<file path="config.mk">
export PLATFORM = sky130hd
export DESIGN_NAME = board_bus_arbiter
export DESIGN_NICKNAME = d
export VERILOG_FILES = /design/src/rtl/board_bus_arbiter.sv
export SDC_FILE = /design/constraint.sdc
export NUM_CORES = 1
export LEC_CHECK = 0
export CORE_ASPECT_RATIO = 1.5
export CORE_MARGIN = 5
export CORE_UTILIZATION = 38
export CTS_CLUSTER_DIAMETER = 30
export DETAILED_ROUTE_END_ITERATION = 10
export PLACE_DENSITY = 0.76
export SETUP_SLACK_MARGIN = 0.15
export SYNTH_ARGS = -nofsm -noshare
export SYNTH_HDL_FRONTEND = slang
export SYNTH_SLANG_ARGS = --single-unit
</file>
<file path="constraint.sdc">
create_clock -name clock -period 1.7 [get_ports clock]
set_input_delay 0.17 -clock clock [delete_from_list [all_inputs] [get_ports clock]]
set_output_delay 0.17 -clock clock [all_outputs]
set_load 0.005 [all_outputs]
</file>
<file path="src/rtl/board_bus_arbiter.sv">
// Two-requester arbiter (CPU, display reader) in front of a memory manager.
// One transaction per four cycles; starvation-bounded CPU priority.
module board_bus_arbiter #(
    parameter int unsigned STARVE_LIMIT = 8
) (
    input  logic        clock,
    input  logic        reset,
    input  logic        cpu_req,
    input  logic        cpu_wEn,
    input  logic [31:0] cpu_addr,
    input  logic [31:0] cpu_dataIn,
    output logic        cpu_gnt,
    output logic        cpu_done,
    output logic [31:0] cpu_dataOut,
    input  logic        dsp_req,
    input  logic [31:0] dsp_addr,
    output logic        dsp_gnt,
    output logic        dsp_done,
    output logic [31:0] dsp_dataOut,
    output logic        mem_wEn,
    output logic [31:0] mem_addr,
    output logic [31:0] mem_dataIn,
    input  logic [31:0] mem_dataOut
);

    localparam logic [3:0] LIMIT = 4'(STARVE_LIMIT);

    typedef enum logic [1:0] {
        IDLE,
        ISSUE,
        DATA,
        DONE
    } state_t;

    state_t      state;
    state_t      state_nx;
    logic        armed;
    logic [3:0]  starve_cnt;
    logic        own_dsp;
    logic        lat_wen;
    logic [31:0] lat_addr;
    logic [31:0] lat_data;
    logic        dsp_wins;

    assign dsp_wins = dsp_req
                    & (~cpu_req | (starve_cnt == LIMIT));

    // armed keeps grants off until the first edge after reset release
    always_comb begin
        state_nx   = state;
        cpu_gnt    = 1'b0;
        dsp_gnt    = 1'b0;
        cpu_done   = 1'b0;
        dsp_done   = 1'b0;
        mem_wEn    = 1'b0;
        mem_addr   = '0;
        mem_dataIn = '0;
        unique case (state)
            IDLE: begin
                if (armed && (cpu_req || dsp_req)) begin
                    cpu_gnt  = ~dsp_wins;
                    dsp_gnt  = dsp_wins;
                    state_nx = ISSUE;
                end
            end
            ISSUE: begin
                mem_addr   = lat_addr;
                mem_dataIn = lat_data;
                mem_wEn    = ~own_dsp & lat_wen;
                state_nx   = DATA;
            end
            DATA: begin
                mem_addr   = lat_addr;
                mem_dataIn = lat_data;
                state_nx   = DONE;
            end
            DONE: begin
                cpu_done = ~own_dsp;
                dsp_done = own_dsp;
                state_nx = IDLE;
            end
            default: state_nx = IDLE;
        endcase
    end

    always_ff @(posedge clock or negedge reset) begin
        if (!reset) begin
            state       <= IDLE;
            armed       <= 1'b0;
            starve_cnt  <= '0;
            own_dsp     <= 1'b0;
            lat_wen     <= 1'b0;
            lat_addr    <= '0;
            lat_data    <= '0;
            cpu_dataOut <= '0;
            dsp_dataOut <= '0;
        end else begin
            state <= state_nx;
            armed <= 1'b1;
            if (cpu_gnt || dsp_gnt) begin
                own_dsp  <= dsp_gnt;
                lat_wen  <= cpu_gnt & cpu_wEn;
                lat_addr <= dsp_gnt ? dsp_addr : cpu_addr;
                lat_data <= dsp_gnt ? 32'h0 : cpu_dataIn;
            end
            if (dsp_gnt) begin
                starve_cnt <= '0;
            end else if (cpu_gnt && dsp_req) begin
                if (starve_cnt < LIMIT)
                    starve_cnt <= starve_cnt + 4'd1;
            end else if (state == IDLE && !dsp_req) begin
                starve_cnt <= '0;
            end
            // lat_wen is only ever set for CPU writes
            if (state == DATA && !lat_wen) begin
                if (own_dsp)
                    dsp_dataOut <= mem_dataOut;
                else
                    cpu_dataOut <= mem_dataOut;
            end
        end
    end

endmodule
</file>
==> results.txt, run 1 <==
The flow ran to the end, but the final reports show violations. The final reports fail on negative setup slack. In the routed design, unresolved DRC markers number 0. The highest ir drop seen on vdd is between 1000 and 1500 uV. In this run, synthesis produced a sequential element count of approximately 140.

The clock latency at the later pin of the worst-skew pair came out at between 0.4 and 0.5 ns. The worst setup timing slack at the placement stage is -0.165 ns. Entering global routing, the biggest net connects 46 pins. The synthesized design contains 0 enable-type register cells. The post-synth net total came out at 725.

The count of unique library cells instantiated by Yosys came out at 35. Ranked by instance count, the synthesized netlist is headed by dfrtp_1 (137), nand2_1 (104), a21oi_1 (66), and2_1 (65), mux2_2 (64). The design internal power came out at roughly 0.016 W. The total detailed-routing wirelength came out at approximately 24 mm. The width of the die came out at about 110 um. The mean number of vias per cell is ~5.1.

The pre-antenna-repair detailed-routing pass consisted of 4 iterations. The number of endpoints with negative hold slack in the final report came out at 0. The proportion of register bits with asynchronous set or reset after synthesis came out at 100%. At the end of routability-driven placement, the weighted congestion stood at about 0.83. Traced cell by cell, the critical path runs through inv_2 -> ha_4 -> buf_6 -> buf_12 -> buf_16 -> and2_4 -> buf_6. The number of global-route vias before repair is between 6000 and 7000.

In the post-synthesis netlist, the cell with the most instances is dfrtp_1. The final cell area excluding filler cells came out at 11800 um^2. The first global-routing pass estimated about 33 mm of wire.

The maximum operating frequency came out at 0.520 GHz. The total of buffers placed on input and output ports is between 200 and 300. The starting density of the core came out at between 30% and 40%.

The synthesized area came out at 6100 um^2. The number of buffers created by CTS is 17. STA classifies the critical path endpoint as an output pin.

The core region area is around 16000 um^2. The sum of negative setup slack is -18.87 ns. At the worst endpoint, the arrival time is ~1.8 ns.

The clock input transition at the sequential cells of the worst setup and hold paths came out at roughly 0.070 ns. The fraction of layout cells with a size suffix above 1 came out at between 40% and 50%. The maximum count of clock buffers along a single path came out at 2.

By area the synthesized netlist is led by dfrtp_1 (56%), mux2_2 (12%), and2_1 (6.7%). In this run switching power makes up 32.4% of total power. The number of antenna violations at the first check in global routing was 0. The die covers roughly 19000 um^2. The setup skew after layout came out at roughly 0.013 ns. The areal power density over the cells came out at about 2000 nW/um^2. The overall routing resource usage came out at 23.2%. The half-perimeter wire length after placement is ~14 mm.

The largest fanout on the critical path is 7. The final net count came out at ~1100. The sequential share of the synthesized area is 56.2%. CTS placed an instance of clkbuf_16 at the clock tree root.

Setup repair after global routing could not meet its margin everywhere. The leakage power is 5.31 nW. For flop-to-flop paths, the worst setup slack is -0.17 ns.

The warning count from the yosys run came out at 0. The utilization after layout came out at about three quarters. The final setup slack of the worst path is -0.222 ns.

The share of the synthesized area in the top cell type came out at a little under three fifths. The slowest stage of the critical path is the dfrtp_1 cell. The post-synthesis cell count is between 500 and 600. The initial DRC count came out at about 230. Summing the areas of all fa, ha and maj instances in the mapped netlist gives between 1 and 1.5% of the synthesized area. The area taken by multi-input logic gates is 3390 um^2.

Fill cells in the final layout number ~1000. The most common flop cell mapped by yosys is dfrtp_1. The count of final max-slew check failures was 0. Data on the critical path is required at its endpoint by 1.53 ns.

The H-tree level count is 4. In this run the worst hold path is classified as in2async. The peak per-stage delay on the critical path is ~0.40 ns.

The area overhead of the layout relative to synthesis is 93.9%. The final critical delay including setup and external delays is around 1.9 ns. The post-synthesis share of cell area spent on and, or, nand and nor gates is approximately 17%. The max capacitance violation total is 0. The critical path's most frequent cell is buf_6. The die height is between 150 and 200 um. After synthesis, the largest family of logic cells by area is simple AND/OR/NAND/NOR gates. The routed wire length per instance came out at around 21 um.

The number of cell rows is 56. The cell area after placement came out at 9190 um^2. In this run the power spent charging and discharging nets is between 0.007 and 0.008 W. Each instance of the synthesized netlist takes up on average 10.4 um^2. The largest total area in the synthesized netlist belongs to dfrtp_1. The count of endpoints failing setup in the final report is approximately 140. The combinational cell fraction of total power is between 60% and 70%. The number of diodes came out at 0.

The startpoint-to-endpoint class of the critical path is reg2out. Summing the areas of all compound-gate instances in the mapped netlist gives ~10% of the synthesized area. The total overflow left after global routing is 0. TritonCTS built the clock tree.

The count of placed standard cells in the final layout, fillers left out came out at around 1100. The xor and xnor fraction of the mapped netlist area is less than 1%. The area used by sequential logic in the layout is ~3400 um^2. Per report_power, the sequential group accounts for around a quarter of the total. The kind of start point of the critical path is a register. The number of nets with antenna violations after detailed routing came out at 0. The final route contains between 5000 and 6000 vias.

The number of placed instances, taps included came out at roughly 1000. The part of the cycle the worst path needs is 113%. The relative contribution of the clock network to total power is 14.8%. The clock sink total came out at between 100 and 150. Multiplexer cells account for 11.8% of the synthesized area. The I/O pin total is approximately 270.
## area by class of cell
type / instances / area share, %
clock buffers: 18 / 3.63
well taps: 203 / 2.15
multi-input cells: 404 / 28.7
repair buffers: 357 / 35.3
clock inverters: 14 / 1.08
inverters: 5 / 0.159
flip-flops and latches: 137 / 29.0
## repair_timing
| action | in CTS | in global routing |
|---|---|---|
| setup endpoints to repair | 200 | 198 |
| cloned | 15 | 6 |
| setup buffers | 28 | 9 |
| endpoints found under the hold margin | 101 | 0 |
| resized for setup | 487 | 185 |
| hold buffers | 1 | 0 |
| pin swaps | 71 | 44 |
## flip-flops by register name (all words and copies together) (netlist names)
| register | cells |
|---|---|
| armed | 1 |
| starve_cnt | 4 |
| dsp_dataOut | 32 |
| lat_wen | 1 |
| lat_data | 32 |
| lat_addr | 32 |
| own_dsp | 1 |
| state | 2 |
| cpu_dataOut | 32 |
## critical path, delay by kind of cell, from the launching register on
| kind | cells | cell delay (ns) |
|---|---|---|
| fa+ha+maj | 1 | 0.22 |
| buf+inv | 5 | 0.58 |
| simple gates | 1 | 0.14 |
| flops | 1 | 0.40 |
## power groups by stage
stage / registers (W) / logic (W) / clock network [W]
after floorplan: 0.00558 / 0.00349 / 0
after global placement: 0.00561 / 0.00881 / 0
after detailed placement: 0.00569 / 0.00893 / 0
after CTS: 0.00569 / 0.0126 / 0.00358
after global routing: 0.00601 / 0.0153 / 0.00372
final: 0.00583 / 0.0145 / 0.00354
## path summary, 6_finish.rpt
| kind | startpoint | to | depth (start not counted) |
|---|---|---|---|
| max reg2reg | state[0] | dsp_dataOut[29] | 10 |
| min reg2reg | lat_data[6] | lat_data[6] | 2 |
| max | state[1] | mem_addr[11] | 7 |
| min | reset | cpu_dataOut[21] | 2 |
| min in group clock | cpu_addr[4] | lat_addr[4] | 3 |
| max in group asynchronous | reset | dsp_dataOut[15] | 3 |
## routing by layer
layer  global-route usage (%)  part of all wire, %
met5                        0                    0
met4                     6.94                  2.7
met3                     6.05                  6.2
met2                     44.7                   56
met1                     24.5                   35
## through the flow
step,hold WS [ns],total power [W]
floorplan,-0.126,0.00908
global placement,0.0669,0.0144
detailed placement,0.0726,0.0146
CTS,0.202,0.0219
global route,0.214,0.0251
finish,0.202,0.0239
## cells in the final DEF, fill, tap and decap left out, types with 2 or more instances in the layout
cell,Yosys,final
a21oi_4,0,14
clkinvlp_4,0,2
o21ai_4,0,3
o21ai_2,1,31
nor2_2,0,2
buf_2,16,5
clkinv_4,0,4
a21oi_1,66,20
and2_1,65,2
buf_4,1,20
dfrtp_1,137,137
inv_6,0,5
buf_12,0,20
inv_2,1,3
clkdlybuf4s50_1,0,195
nand2_1,104,103
inv_1,4,2
clkbuf_16,0,22
buf_16,0,15
nor2b_1,2,2
a21oi_2,0,32
mux2_4,0,63
ha_2,0,3
and2_4,0,63
buf_6,5,91
ha_4,0,3
buf_8,0,5
o21ai_0,30,4
nor2_4,0,2
inv_8,0,3
nor2_1,37,33
## cells by family after synthesis
family | Yosys count
other | 1
AO/OA/AOI/OAI | 114
multiplexers | 64
adder cells (fa/ha/maj) | 7
flip-flops | 137
XOR/XNOR | 1
AND/OR/NAND/NOR | 217
buffers and inverters | 44
(Power assumes the default switching activity.)
==> run 2: changes to the inputs <==
HOLD_SLACK_MARGIN = 0.02   (was not set)
RECOVER_POWER = 25   (was not set)
==> results.txt, run 2 (synthesis gave the netlist of run 1 again) <==
The mean number of vias per cell came out at 5.10 (-0.24%). The clock tree from TritonCTS is built. The core region area is 15700 um^2 (unchanged). The sequential cell fraction of total power is 24.4% (about the same). The die height came to 165 um (unchanged). The post-route met1 wirelength is 8.42 mm (-0.85%).

The final net count came to 1062 (unchanged). The number of remaining DRC errors was 0 (unchanged). Leaving out fill and tap cells, the most frequent cells in the layout are clkdlybuf4s50_1 (195), dfrtp_1 (137), nand2_1 (103).

The path class of the tightest hold or removal check is in2reg. The register-to-register setup slack is -0.17 ns (about the same). The met2 routed wirelength is 13.5 mm (-0.24%). The width of the die was 113 um (unchanged). The number of buffers created by CTS was 17 (unchanged). The switching share of power came out at 32.4% (about the same). The number of cells on the worst hold path is 3. The highest ir drop seen on vdd came out at 1300 uV (about the same). The maximum count of clock buffers along a single path came to 2 (unchanged). The overall routing resource usage is 23.2% (unchanged). The total of buffers placed on input and output ports is 265 (unchanged).

The final reports fail on negative setup slack. The final critical delay including setup and external delays was 1.92 ns (+0.000424 ns). The setup skew after layout was 0.0137 ns (+0.000703 ns). The switching power total is 0.00774 W (+0.10%). The sum of negative setup slack is -18.86 ns (+0.0139 ns). The most common cell after layout, fill and taps aside is clkdlybuf4s50_1. The number of filler instances in the final layout came out at 998 (+0.30%). The area of the die is 18700 um^2 (unchanged).

The count of endpoints failing setup in the final report came out at 141 (unchanged). The areal power density over the cells is 2020 nW/um^2 (+0.17%). The part of the cycle the worst path needs came to 113% (about the same). The count of final max-slew check failures came out at 0 (unchanged). The area overhead of the layout relative to synthesis came out at 93.6%. The worst endpoint data arrival time is 1.75 ns (about the same). The maximum number of pins on one net before global-route repair came out at 46 (unchanged). The combinational cell fraction of total power was 60.7% (about the same).

The I/O pin total is 266 (unchanged). The clock latency at the later pin of the worst-skew pair is 0.41 ns (about the same). The number of global-route vias before repair is 6012 (unchanged).

The half-perimeter wire length after placement came out at 13.7 mm (unchanged). The number of antenna violations at the first check in global routing is 0 (unchanged). The utilization after layout is 75.2% (-0.12 points). The clock tree root buffer cell is clkbuf_16. The transition at the pin with the smallest max-transition slack came out at slightly above 0.8 ns. The total power of the final layout is 0.0239 W (about the same). The global-route wire length before repair came to 33.2 mm (unchanged). The leakage power is 5.30 nW (-0.12%). The design internal power is 0.0162 W (about the same).

The H-tree level count was 4 (unchanged). The number of diodes is 0 (unchanged). The met3 routed wirelength came out at 1.55 mm (+4.2%).

The startpoint-to-endpoint class of the critical path is reg2out. The initial DRC count is 231 (-0.86%). The maximum operating frequency came to 0.520 GHz (about the same).

The max capacitance violation total came to 0 (unchanged). Setup repair after global routing could not meet its margin everywhere. The largest fanout on the critical path is 7 (unchanged). The global-route congestion overflow total came out at 0 (unchanged). The path depth of the worst reg2reg path is 10 (unchanged). The clock input transition at the sequential cells of the worst setup and hold paths came to 0.07 ns (about the same). The run finished, with violations left.

The number of endpoints with negative hold slack in the final report came out at 0 (unchanged). The routability congestion estimate from global placement came to 0.833 (unchanged). The routed wire length per instance came to 21.2 um (-0.15%).

The relative contribution of the clock network to total power is 14.9% (about the same). The clock sink total is 137 (unchanged). Routed signal wires occupy layers up through met4. The number of detailed-route iterations in the first pass came to 4 (unchanged). The required time at the endpoint of the critical path came out at 1.53 ns (about the same). The total detailed-routing wirelength came out at 24.2 mm (-0.15%). The vias after detailed routing came to 5804 (-0.24%). The critical path capture point type is an output pin. The starting density of the core is 38.8% (unchanged).

The worst slew margin relative to its limit is between 40% and 50%. The fraction of layout cells with a size suffix above 1 is 45.1% (unchanged). The final setup slack of the worst path is -0.222 ns (-0.000424 ns). The number of nets with antenna violations after detailed routing was 0 (unchanged). The number of cell rows was 56 (unchanged). The kind of start point of the critical path is a register.
[run 2: cell count changes in the layout (fill, tap and decap cells not counted), sizes merged]
cell    before  now
buf        156  155
clkbuf      23   24
[run 2: path summary, 6_finish.rpt]
check,from,end
max,state[1],mem_addr[11]
min,cpu_addr[1],lat_addr[1]
max reg2reg,state[0],dsp_dataOut[29]
min reg2reg,lat_data[13],lat_data[13]
max in group asynchronous,reset,lat_addr[29]
min in group asynchronous,reset,cpu_dataOut[21]
[run 2: stage by stage]
step	cells	setup WS (ns)	hold slack, ns	instance area, um^2
4_1_cts	1123	-0.233	0.202	10900
6_report	1138	-0.222	0.303	11800
5_1_grt	1138	-0.285	0.291	11800
3_3_place_gp	1047	-0.153	0.0669	9190
3_5_place_dp	1047	-0.165	0.0726	9190
2_1_floorplan	585	0.118	-0.126	6120
[run 2: layout make-up]
class                      count  area, um^2  share of cell area (%)
clock buffer                  18         429                    3.64
clock inverter                14         128                    1.08
inverter                       5        18.8                   0.159
multi-input combinational    404        3390                    28.7
sequential                   137        3430                    29.0
tap                          203         254                    2.15
timing repair buffer         357        4160                    35.2
[run 2: metal layers]
| metal | up-vias | global-route usage [%] |
|---|---|---|
| li1 | 2633 | - |
| met1 | 2914 | 24.5 |
| met2 | 223 | 44.7 |
| met3 | 34 | 6.05 |
| met4 | 0 | 6.94 |
| met5 | - | 0 |
[run 2: critical path, cell delays in order (launching register included)]
cell	delay [ns]
dfrtp_1	0.40
inv_2	0.09
ha_4	0.22
buf_6	0.13
buf_12	0.13
buf_16	0.13
and2_4	0.14
buf_6	0.11
[run 2: timing repair]
action                                 in CTS  in global routing
pin swaps                                  71                 44
setup endpoints to repair                 200                198
endpoints found under the hold margin     113                  0
gates cloned                               15                  6
buffers inserted                           28                  9
gates resized for setup                   487                185
hold buffers                                1                  0
[run 2: power groups by stage]
stage	Clock [W]	Sequential [W]	Combinational [W]
4_1_cts	0.00358	0.00569	0.0126
3_5_place_dp	0	0.00569	0.00893
3_3_place_gp	0	0.00561	0.00881
2_1_floorplan	0	0.00558	0.00349
5_1_grt	0.00372	0.00601	0.0153
6_report	0.00355	0.00582	0.0145
